### config.mk
export PLATFORM = sky130hd
export DESIGN_NAME = spi_slave_burst
export DESIGN_NICKNAME = d
export VERILOG_FILES = /design/src/rtl/spi_slave_burst.sv
export SDC_FILE = /design/constraint.sdc
export NUM_CORES = 1
export LEC_CHECK = 0
export CORE_MARGIN = 2
export CORE_UTILIZATION = 51
export DETAILED_ROUTE_END_ITERATION = 6
export MAX_ROUTING_LAYER = met4
export PLACE_DENSITY = 0.78
export RECOVER_POWER = 50
export REMOVE_ABC_BUFFERS = 1
export SETUP_SLACK_MARGIN = 0.5
export SYNTH_ARGS = -nofsm -noshare
export SYNTH_HDL_FRONTEND = slang
export SYNTH_SLANG_ARGS = --single-unit
### constraint.sdc
create_clock -name i_sys_clk -period 1.79 [get_ports i_sys_clk]
set_input_delay 0.358 -clock i_sys_clk [delete_from_list [all_inputs] [get_ports i_sys_clk]]
set_output_delay 0.358 -clock i_sys_clk [all_outputs]
set_load 0.01 [all_outputs]
### src/rtl/spi_slave_burst.sv
// SPI slave (CPHA = 0) that bridges a microcontroller to an on-chip RAM or register file.
// A 2-byte header carries the command and base address, followed by a burst of data words at auto-incrementing addresses.
module spi_slave_burst #(
    parameter int WORD_BYTES = 1,
    parameter int ADDR_W     = 14,
    parameter int CPOL       = 0,
    parameter int RD_LAT     = 1
) (
    input  logic                      i_sys_clk,
    input  logic                      i_rst,
    input  logic                      i_sclk,
    input  logic                      i_ssn,
    input  logic                      i_mosi,
    output logic                      o_miso,
    input  logic [8*WORD_BYTES-1:0]   i_data,
    output logic                      o_rd,
    output logic                      o_wr,
    output logic [ADDR_W-1:0]         o_addr,
    output logic [8*WORD_BYTES-1:0]   o_data,
    output logic                      o_busy
);

    localparam int DW = 8 * WORD_BYTES;
    localparam int BW = $clog2(DW);
    localparam logic SCLK_IDLE = (CPOL != 0);
    localparam logic [BW-1:0] HDR_LAST  = BW'(7);
    localparam logic [BW-1:0] DATA_LAST = BW'(DW - 1);

    localparam logic [1:0] ST_IDLE = 2'd0;
    localparam logic [1:0] ST_HDR0 = 2'd1;
    localparam logic [1:0] ST_HDR1 = 2'd2;
    localparam logic [1:0] ST_DATA = 2'd3;

    logic [2:0]        sclk_q;
    logic [2:0]        ssn_q;
    logic [1:0]        mosi_q;
    logic              sclk_now;
    logic              sclk_prev;
    logic              sclk_rise;
    logic              sclk_fall;
    logic              ssn_fall;
    logic              ssn_rise;
    logic              mosi_s;
    logic              strobe_ok;

    logic [1:0]        state;
    logic [BW-1:0]     bit_cnt;
    logic [DW-1:0]     rx_sr;
    logic [DW-1:0]     tx_sr;
    logic [DW-1:0]     hold;
    logic [RD_LAT-1:0] rd_pipe;
    logic [5:0]        addr_hi;
    logic [ADDR_W-1:0] nxt_addr;
    logic              is_wr;
    logic              is_rd;
    logic              pend_hdr0;
    logic              pend_hdr1;
    logic              pend_word;
    logic              warm;
    logic              armed;

    // Index 0 is the first synchroniser flop; SCLK and SSN keep a third flop for edge detection.
    always_ff @(posedge i_sys_clk) begin
        if (i_rst) begin
            sclk_q <= {3{SCLK_IDLE}};
            ssn_q  <= 3'b111;
            mosi_q <= 2'b00;
        end else begin
            sclk_q <= {sclk_q[1:0], i_sclk};
            ssn_q  <= {ssn_q[1:0], i_ssn};
            mosi_q <= {mosi_q[0], i_mosi};
        end
    end

    assign sclk_now  = sclk_q[1] ^ SCLK_IDLE;
    assign sclk_prev = sclk_q[2] ^ SCLK_IDLE;
    assign sclk_rise = sclk_now & ~sclk_prev;
    assign sclk_fall = ~sclk_now & sclk_prev;
    assign ssn_fall  = ~ssn_q[1] & ssn_q[2] & armed;
    assign ssn_rise  = ssn_q[1] & ~ssn_q[2];
    assign mosi_s    = mosi_q[1];

    // A strobe is dropped if SSN is already seen rising, so nothing fires once o_busy falls.
    assign strobe_ok = (state != ST_IDLE) && !ssn_q[0] && !ssn_q[1];

    assign o_busy = ~ssn_q[1];
    assign o_miso = (state == ST_DATA && is_rd) ? tx_sr[DW-1] : 1'b0;

    // NOTE: all state updates use non-blocking assignments so every register samples pre-edge values.
    always_ff @(posedge i_sys_clk) begin
        if (i_rst) begin
            state     <= ST_IDLE;
            bit_cnt   <= '0;
            rx_sr     <= '0;
            tx_sr     <= '0;
            hold      <= '0;
            rd_pipe   <= '0;
            addr_hi   <= '0;
            nxt_addr  <= '0;
            is_wr     <= 1'b0;
            is_rd     <= 1'b0;
            pend_hdr0 <= 1'b0;
            pend_hdr1 <= 1'b0;
            pend_word <= 1'b0;
            warm      <= 1'b0;
            armed     <= 1'b0;
            o_wr      <= 1'b0;
            o_rd      <= 1'b0;
            o_addr    <= '0;
            o_data    <= '0;
        end else begin
            o_wr      <= 1'b0;
            o_rd      <= 1'b0;
            pend_hdr0 <= 1'b0;
            pend_hdr1 <= 1'b0;
            pend_word <= 1'b0;

            // After reset a frame may only start once SSN has really been sampled high.
            warm <= 1'b1;
            if (warm && ssn_q[0])
                armed <= 1'b1;

            rd_pipe <= (rd_pipe << 1) | RD_LAT'(o_rd);
            if (rd_pipe[RD_LAT-1])
                hold <= i_data;

            // Completed bytes/words are acted on one cycle after the shift that finished them.
            if (pend_hdr0) begin
                is_wr   <= (rx_sr[7:6] == 2'b10);
                is_rd   <= (rx_sr[7:6] == 2'b01);
                addr_hi <= rx_sr[5:0];
            end
            if (pend_hdr1) begin
                if (is_rd && strobe_ok) begin
                    o_rd     <= 1'b1;
                    o_addr   <= ADDR_W'({addr_hi, rx_sr[7:0]});
                    nxt_addr <= ADDR_W'({addr_hi, rx_sr[7:0]}) + ADDR_W'(1);
                end else begin
                    nxt_addr <= ADDR_W'({addr_hi, rx_sr[7:0]});
                end
            end
            if (pend_word && strobe_ok && (is_wr || is_rd)) begin
                o_wr     <= is_wr;
                o_rd     <= is_rd;
                o_addr   <= nxt_addr;
                nxt_addr <= nxt_addr + ADDR_W'(1);
                if (is_wr)
                    o_data <= rx_sr;
            end

            if (ssn_rise) begin
                state <= ST_IDLE;
            end else if (ssn_fall) begin
                state   <= ST_HDR0;
                is_wr   <= 1'b0;
                is_rd   <= 1'b0;
                bit_cnt <= '0;
                // An SCLK edge coinciding with frame start is bit 0 of the header.
                if (sclk_rise) begin
                    rx_sr   <= {rx_sr[DW-2:0], mosi_s};
                    bit_cnt <= BW'(1);
                end
            end else if (state != ST_IDLE) begin
                if (sclk_rise) begin
                    rx_sr <= {rx_sr[DW-2:0], mosi_s};
                    if (state != ST_DATA && bit_cnt == HDR_LAST) begin
                        bit_cnt   <= '0;
                        pend_hdr0 <= (state == ST_HDR0);
                        pend_hdr1 <= (state == ST_HDR1);
                        state     <= (state == ST_HDR0) ? ST_HDR1 : ST_DATA;
                    end else if (state == ST_DATA && bit_cnt == DATA_LAST) begin
                        bit_cnt   <= '0;
                        pend_word <= 1'b1;
                    end else begin
                        bit_cnt <= bit_cnt + BW'(1);
                    end
                end
                // The shift edge at a word boundary loads the prefetched word instead of shifting.
                if (sclk_fall && state == ST_DATA) begin
                    if (bit_cnt == '0)
                        tx_sr <= hold;
                    else
                        tx_sr <= {tx_sr[DW-2:0], 1'b0};
                end
            end
        end
    end

endmodule

Yosys cells after proc, flatten, opt, wreduce, memory -nomap -nowiden
Cells that the tools add are included.

Input bits: 13. Latch bits: 0. Output and inout bits: 26. Word-level logic and storage cells: 113. ROM bits: 0. Flip-flop bits (word level): 89. RAM bits: 0. Memories kept: 0.

Shifts and indexed selects: 0. Add/subtract/negate cells: 3. Multiply operators: 0. Div/mod/pow operators: 0. Reduce and logical (&&, ||, !) cells: 32. Magnitude comparators: 0. Muxes and demuxes: 33. Eq/ne operators: 7. Bitwise operators: 15.

Operators by type and width (number): $mux 14 (6); $mux 8 (4); $add 14x1->14 const B (2); $mux 1 (18); $mux 3 (5); $reduce_bool 2->1 (6); $reduce_or 6->1 (2); $logic_and 1x1->1 (10); $not 1->1 (10); $reduce_and 3->1 (3); $eq 2x2->1 const B (3); $reduce_and 2->1 (3); $and 1x1->1 (5); $eq 2x1->1 const B (2); $reduce_and 4->1 (1); $reduce_or 2->1 (2); $add 3x1->3 const B (1); $eq 3x3->1 const B (1); $logic_not 3->1 (1); $reduce_or 3->1 (1); $logic_not 1->1 (2); $ne 2x2->1 const B (1); $logic_or 1x1->1 (1).

Logic depth before layout (Yosys ltp)
Word-level depth: 7. Gate-level depth with buffers: 8. Depth with buffers taken out: 6.

Worst setup path after synthesis
OpenSTA, ideal clock, no wires.

Path kind: reg2reg. Start: register ssn_q[0]. End: register nxt_addr[5]. Required time: 1.716 ns. Setup time: 0.074 ns. Stages on the path, launching flop included: 7. Arrival: 1.760 ns. Buffers on the path: 2. Period minus slack after synthesis: 1.835 ns. Setup slack: -0.045 ns. Cell sequence: dfxtp_1 -> or2_1 -> buf_6 -> or3_1 -> buf_6 -> or4_1 -> a31oi_1.

Word-level cells in the longest chain between the ends: 7. Elaborated cells on any way between the ends: 10. Classes of those cells: mux: 3; reduce/logical: 7.

RTL lines: start, declared (RTL line 35) `logic [2:0] ssn_q;`; start signal, assigned (RTL line 70) `ssn_q <= {ssn_q[1:0], i_ssn};`; $logic_not 1->1 * (RTL line 84) `assign strobe_ok = (state != ST_IDLE) && !ssn_q[0] && !ssn_q[1];`; $logic_and 1x1->1 * (2 in series) (RTL line 84); $logic_and 1x1->1 (RTL line 134) `if (is_rd && strobe_ok) begin`; $mux 14 (RTL line 134); $mux 14 (RTL line 133) `if (pend_hdr1) begin`; $mux 14 (RTL line 142) `if (pend_word && strobe_ok && (is_wr || is_rd)) begin`; end signal, assigned (RTL line 137) `nxt_addr <= ADDR_W'({addr_hi, rx_sr[7:0]}) + ADDR_W'(1);`; end signal, assigned (RTL line 139) `nxt_addr <= ADDR_W'({addr_hi, rx_sr[7:0]});`; end signal, assigned (RTL line 146) `nxt_addr <= nxt_addr + ADDR_W'(1);`; end, declared (RTL line 53) `logic [ADDR_W-1:0] nxt_addr;`.

Mark *: on every way between the ends. The rest lies on a longest branch, timed or not. The select of a mux whose other input is x is not followed. A chain may end at the register's enable or synchronous reset.

Final worst setup path
Start: register ssn_q[1]. End: register o_addr[1].

Word-level cells in the longest chain between the ends: 6. Elaborated cells on any way between the ends: 9. Classes of those cells: mux: 1; reduce/logical: 8.

RTL lines: $logic_not 1->1 * (RTL line 84); $logic_and 1x1->1 * (RTL line 84); $logic_and 1x1->1 (2 in series) (RTL line 142); $reduce_bool 2->1 (no source line); $reduce_and 2->1 (no source line); end signal, assigned (RTL line 136) `o_addr <= ADDR_W'({addr_hi, rx_sr[7:0]});`; end signal, assigned (RTL line 145) `o_addr <= nxt_addr;`; end, declared (RTL line 18) `output logic [ADDR_W-1:0] o_addr,`.

Mark *: on every way between the ends. The rest lies on a longest branch, timed or not.

==> qor.csv <==
metric,value,unit
crit path max fanout,8,
cts hold-fix bufs,0,
Register Area,1813,µm²
"Reg clk slew, reported paths",90,ps
Ports,39,
max incr delay on CP,440,ps
Max Fclk,577.8,MHz
Detailed Place HPWL,6834,µm
Core Area,7647,µm²
Iter 0 DRT Violations,245,
CTS tree,yes,
clk sinks,89,
share of cells above drive strength 1,0.3989,
fin crit period,1731,ps
global-route wire length before repair,18120,µm
Worst Reg2Reg Path Length in Cells,6,
Synth Instances,452,
antenna-violating nets left,0,
Tcrit/Tclk final,0.9669,
width of the die,92.31,µm
Setup Crit Path Kind,reg2reg,
critical path cell sequence,or2_4 -> or3_4 -> o21ai_4 -> buf_12 -> nor2_4 -> a311oi_2,
Lkg Pwr,2.258,nW
chip height,92.31,µm
Critical Path RT,2060,ps
Synth Warn #,0,
placed cells,611,
vias in the first global route,3611,
area occupied by multi-input gates,2492,µm²
Nets,577,
Critical Path Source Type,flop,
Ant. Diodes,0,
Clock H-tree levels,3,
Clock Root Buffer,clkbuf_8,
grt total ovfl,0,
register area share after synthesis,0.4479,
via/cell ratio,5.832,
largest net degree at the start of global routing,45,
Setup crit end kind,flop,
CP arrival,2000,ps
final setup margin,59.34,ps
Layout Skew,12.72,ps
"slowest stage cell, crit path",or3_4,
Area Overhead vs Synth,46.46,%
Rows,32,
clock tree buffer depth,2,
Area after DPL,4730,µm²
clk_lat worst skew,360,ps
status,completed,
die area,8521,µm²
maximum vdd ir drop,438.1,µV
Synth Register Bits,89,
power density over cell area,613.7,nW/µm²
fin cells,666,
"Cell Area, Synth",3978,µm²
TritonCTS Buffers,9,
hold path cells,1,
gr usage total,0.2728,
Synth cell types,50,
Synth async-reset ratio,0,
routed via count,3884,
Post-route DRC,0,
final setup violation count,0,
post-route setup TNS,0,ps
initial antenna violation count,0,
Buffers on Ports,38,
RSZ-0062 raised after global routing,yes,
"Power, Total",3.575,mW
Worst Max-Slew Pin Slew,1253,ps
Rel. slew slack,0.1646,
Routed WL,12130,µm
gpl congestion,0.9000,
TritonRoute pass-1 iters,5,
Final Hold Fails,0,
dpl ws,-89.59,ps
max-cap violations,0,
Final Max Slew Viols,0,
"EDFF count, synth",0,
Initial Util,0.5201,
fillcell total,506,
"Top FF cell, synth",dfxtp_1,
HP Class,reg2reg,
final instance area,5826,µm²
wire length per cell,18.21,µm
"Avg Cell Area, Syn",8.800,µm²
==> per-layer routing <==
metal / routed length (µm) / part of all wire / GRT usage
met3: 621 / 0.051 / 0.03336
met1: 5129 / 0.42 / 0.3548
met4: 410 / 0.034 / 0.1231
met5: 0 / 0 / -
met2: 5964 / 0.49 / 0.4288
==> worst max-delay path, delay by kind of cell (launching register included) <==
kind            cells  cell delay, ps
buf+inv             1             180
simple gates        3             760
compound gates      2             370
flops               1             330
==> kinds of logic after synthesis <==
kind of cell | Yosys count | share of synthesized area
multiplexers | 39 | 0.09846
flip-flops | 89 | 0.4479
buffers and inverters | 44 | 0.05001
adder cells (fa/ha/maj) | 5 | 0.01573
XOR/XNOR | 14 | 0.03083
AO/OA/AOI/OAI | 71 | 0.1287
AND/OR/NAND/NOR | 190 | 0.2284
==> cell usage in the layout, fill, tap and decap left out, drive strengths merged, types with 3 or more instances in the layout <==
master         instances
a211oi                 8
a21oi                 13
a221oi                 3
a311oi                16
a31oi                  4
buf                   97
clkbuf                20
clkdlybuf4s15          4
clkdlybuf4s25          8
clkdlybuf4s50         11
dfxtp                 89
ha                     5
inv                   10
mux2i                 38
nand2                 45
nand3                 11
nand4                  8
nor2                  69
nor2b                  9
nor3                  20
nor4                   7
o21ai                 14
or2                    6
or3                    3
xnor2                  8
xor2                   6
==> cells in the mapped netlist (all sizes together), types with 2 or more instances <==
master   instances  area share
o31a             2      0.0044
buf             14       0.022
a22oi            2      0.0038
a31oi            4      0.0063
nand2           45       0.042
nor2b            9       0.014
or3              3      0.0047
a211oi           8       0.015
nand2b           2      0.0031
mux2i           38       0.096
o22ai            2      0.0031
o21a             2      0.0038
nand4            8       0.013
a21oi           13       0.016
inv             10      0.0094
dfxtp           89        0.45
nand3           11       0.014
o21ai           12       0.018
a2bb2oi          2      0.0044
nor4             7       0.013
and3             2      0.0031
xor2             6       0.013
or2              6      0.0094
or4b             2      0.0050
ha               5       0.016
nor2            69       0.065
clkbuf          20       0.019
nor3            20       0.030
nor3b            2      0.0038
a221oi           3      0.0066
xnor2            8       0.018
a311oi          16       0.035
==> state kept, by name (all words and copies together) (netlist names), 6 cells and up <==
name / cells
nxt_addr: 14
o_addr: 14
hold: 8
o_data: 8
rx_sr: 8
tx_sr: 8
addr_hi: 6
==> report_power, final <==
| group | internal [mW] | switching (mW) | total [mW] |
|---|---|---|---|
| registers | 1.98 | 0.00602 | 1.99 |
| clock network | 0.723 | 0.730 | 1.45 |
| logic | 0.0626 | 0.0702 | 0.133 |
| total | 2.77 | 0.807 | 3.58 |
==> worst paths after layout <==
path / to / start / slack [ps]
worst max-delay path: o_addr[1]$_SDFFE_PP0P_ / ssn_q[1]$_SDFF_PP1_ / 60
worst min-delay path: mosi_q[1]$_SDFF_PP0_ / mosi_q[0]$_SDFF_PP0_ / 450
worst max register to register: o_addr[1]$_SDFFE_PP0P_ / ssn_q[1]$_SDFF_PP1_ / 60
worst min register to register: mosi_q[1]$_SDFF_PP0_ / mosi_q[0]$_SDFF_PP0_ / 450
==> repair_timing <==
action,4_1_cts,5_1_grt
resized for setup,193,78
pin swaps,55,27
setup buffers,18,15
endpoints found under the setup margin,86,84
gates cloned,5,1
==> final cells by class <==
type,count,area share
clock buffers,12,0.02663
multi-input cells,321,0.4278
repair buffers,128,0.1967
clock inverters,4,0.008806
well taps,102,0.02191
inverters,10,0.006873
flip-flops and latches,89,0.3112
==> per-stage QoR <==
stage,util,hold slack (ps)
after floorplan,-,413.8
after global placement,0.6185,421.1
after detailed placement,0.6185,436.0
after CTS,0.7266,443.5
after global routing,0.7618,464.2
final,0.7618,450.0
Note: power is estimated with default switching activity, not from simulation.
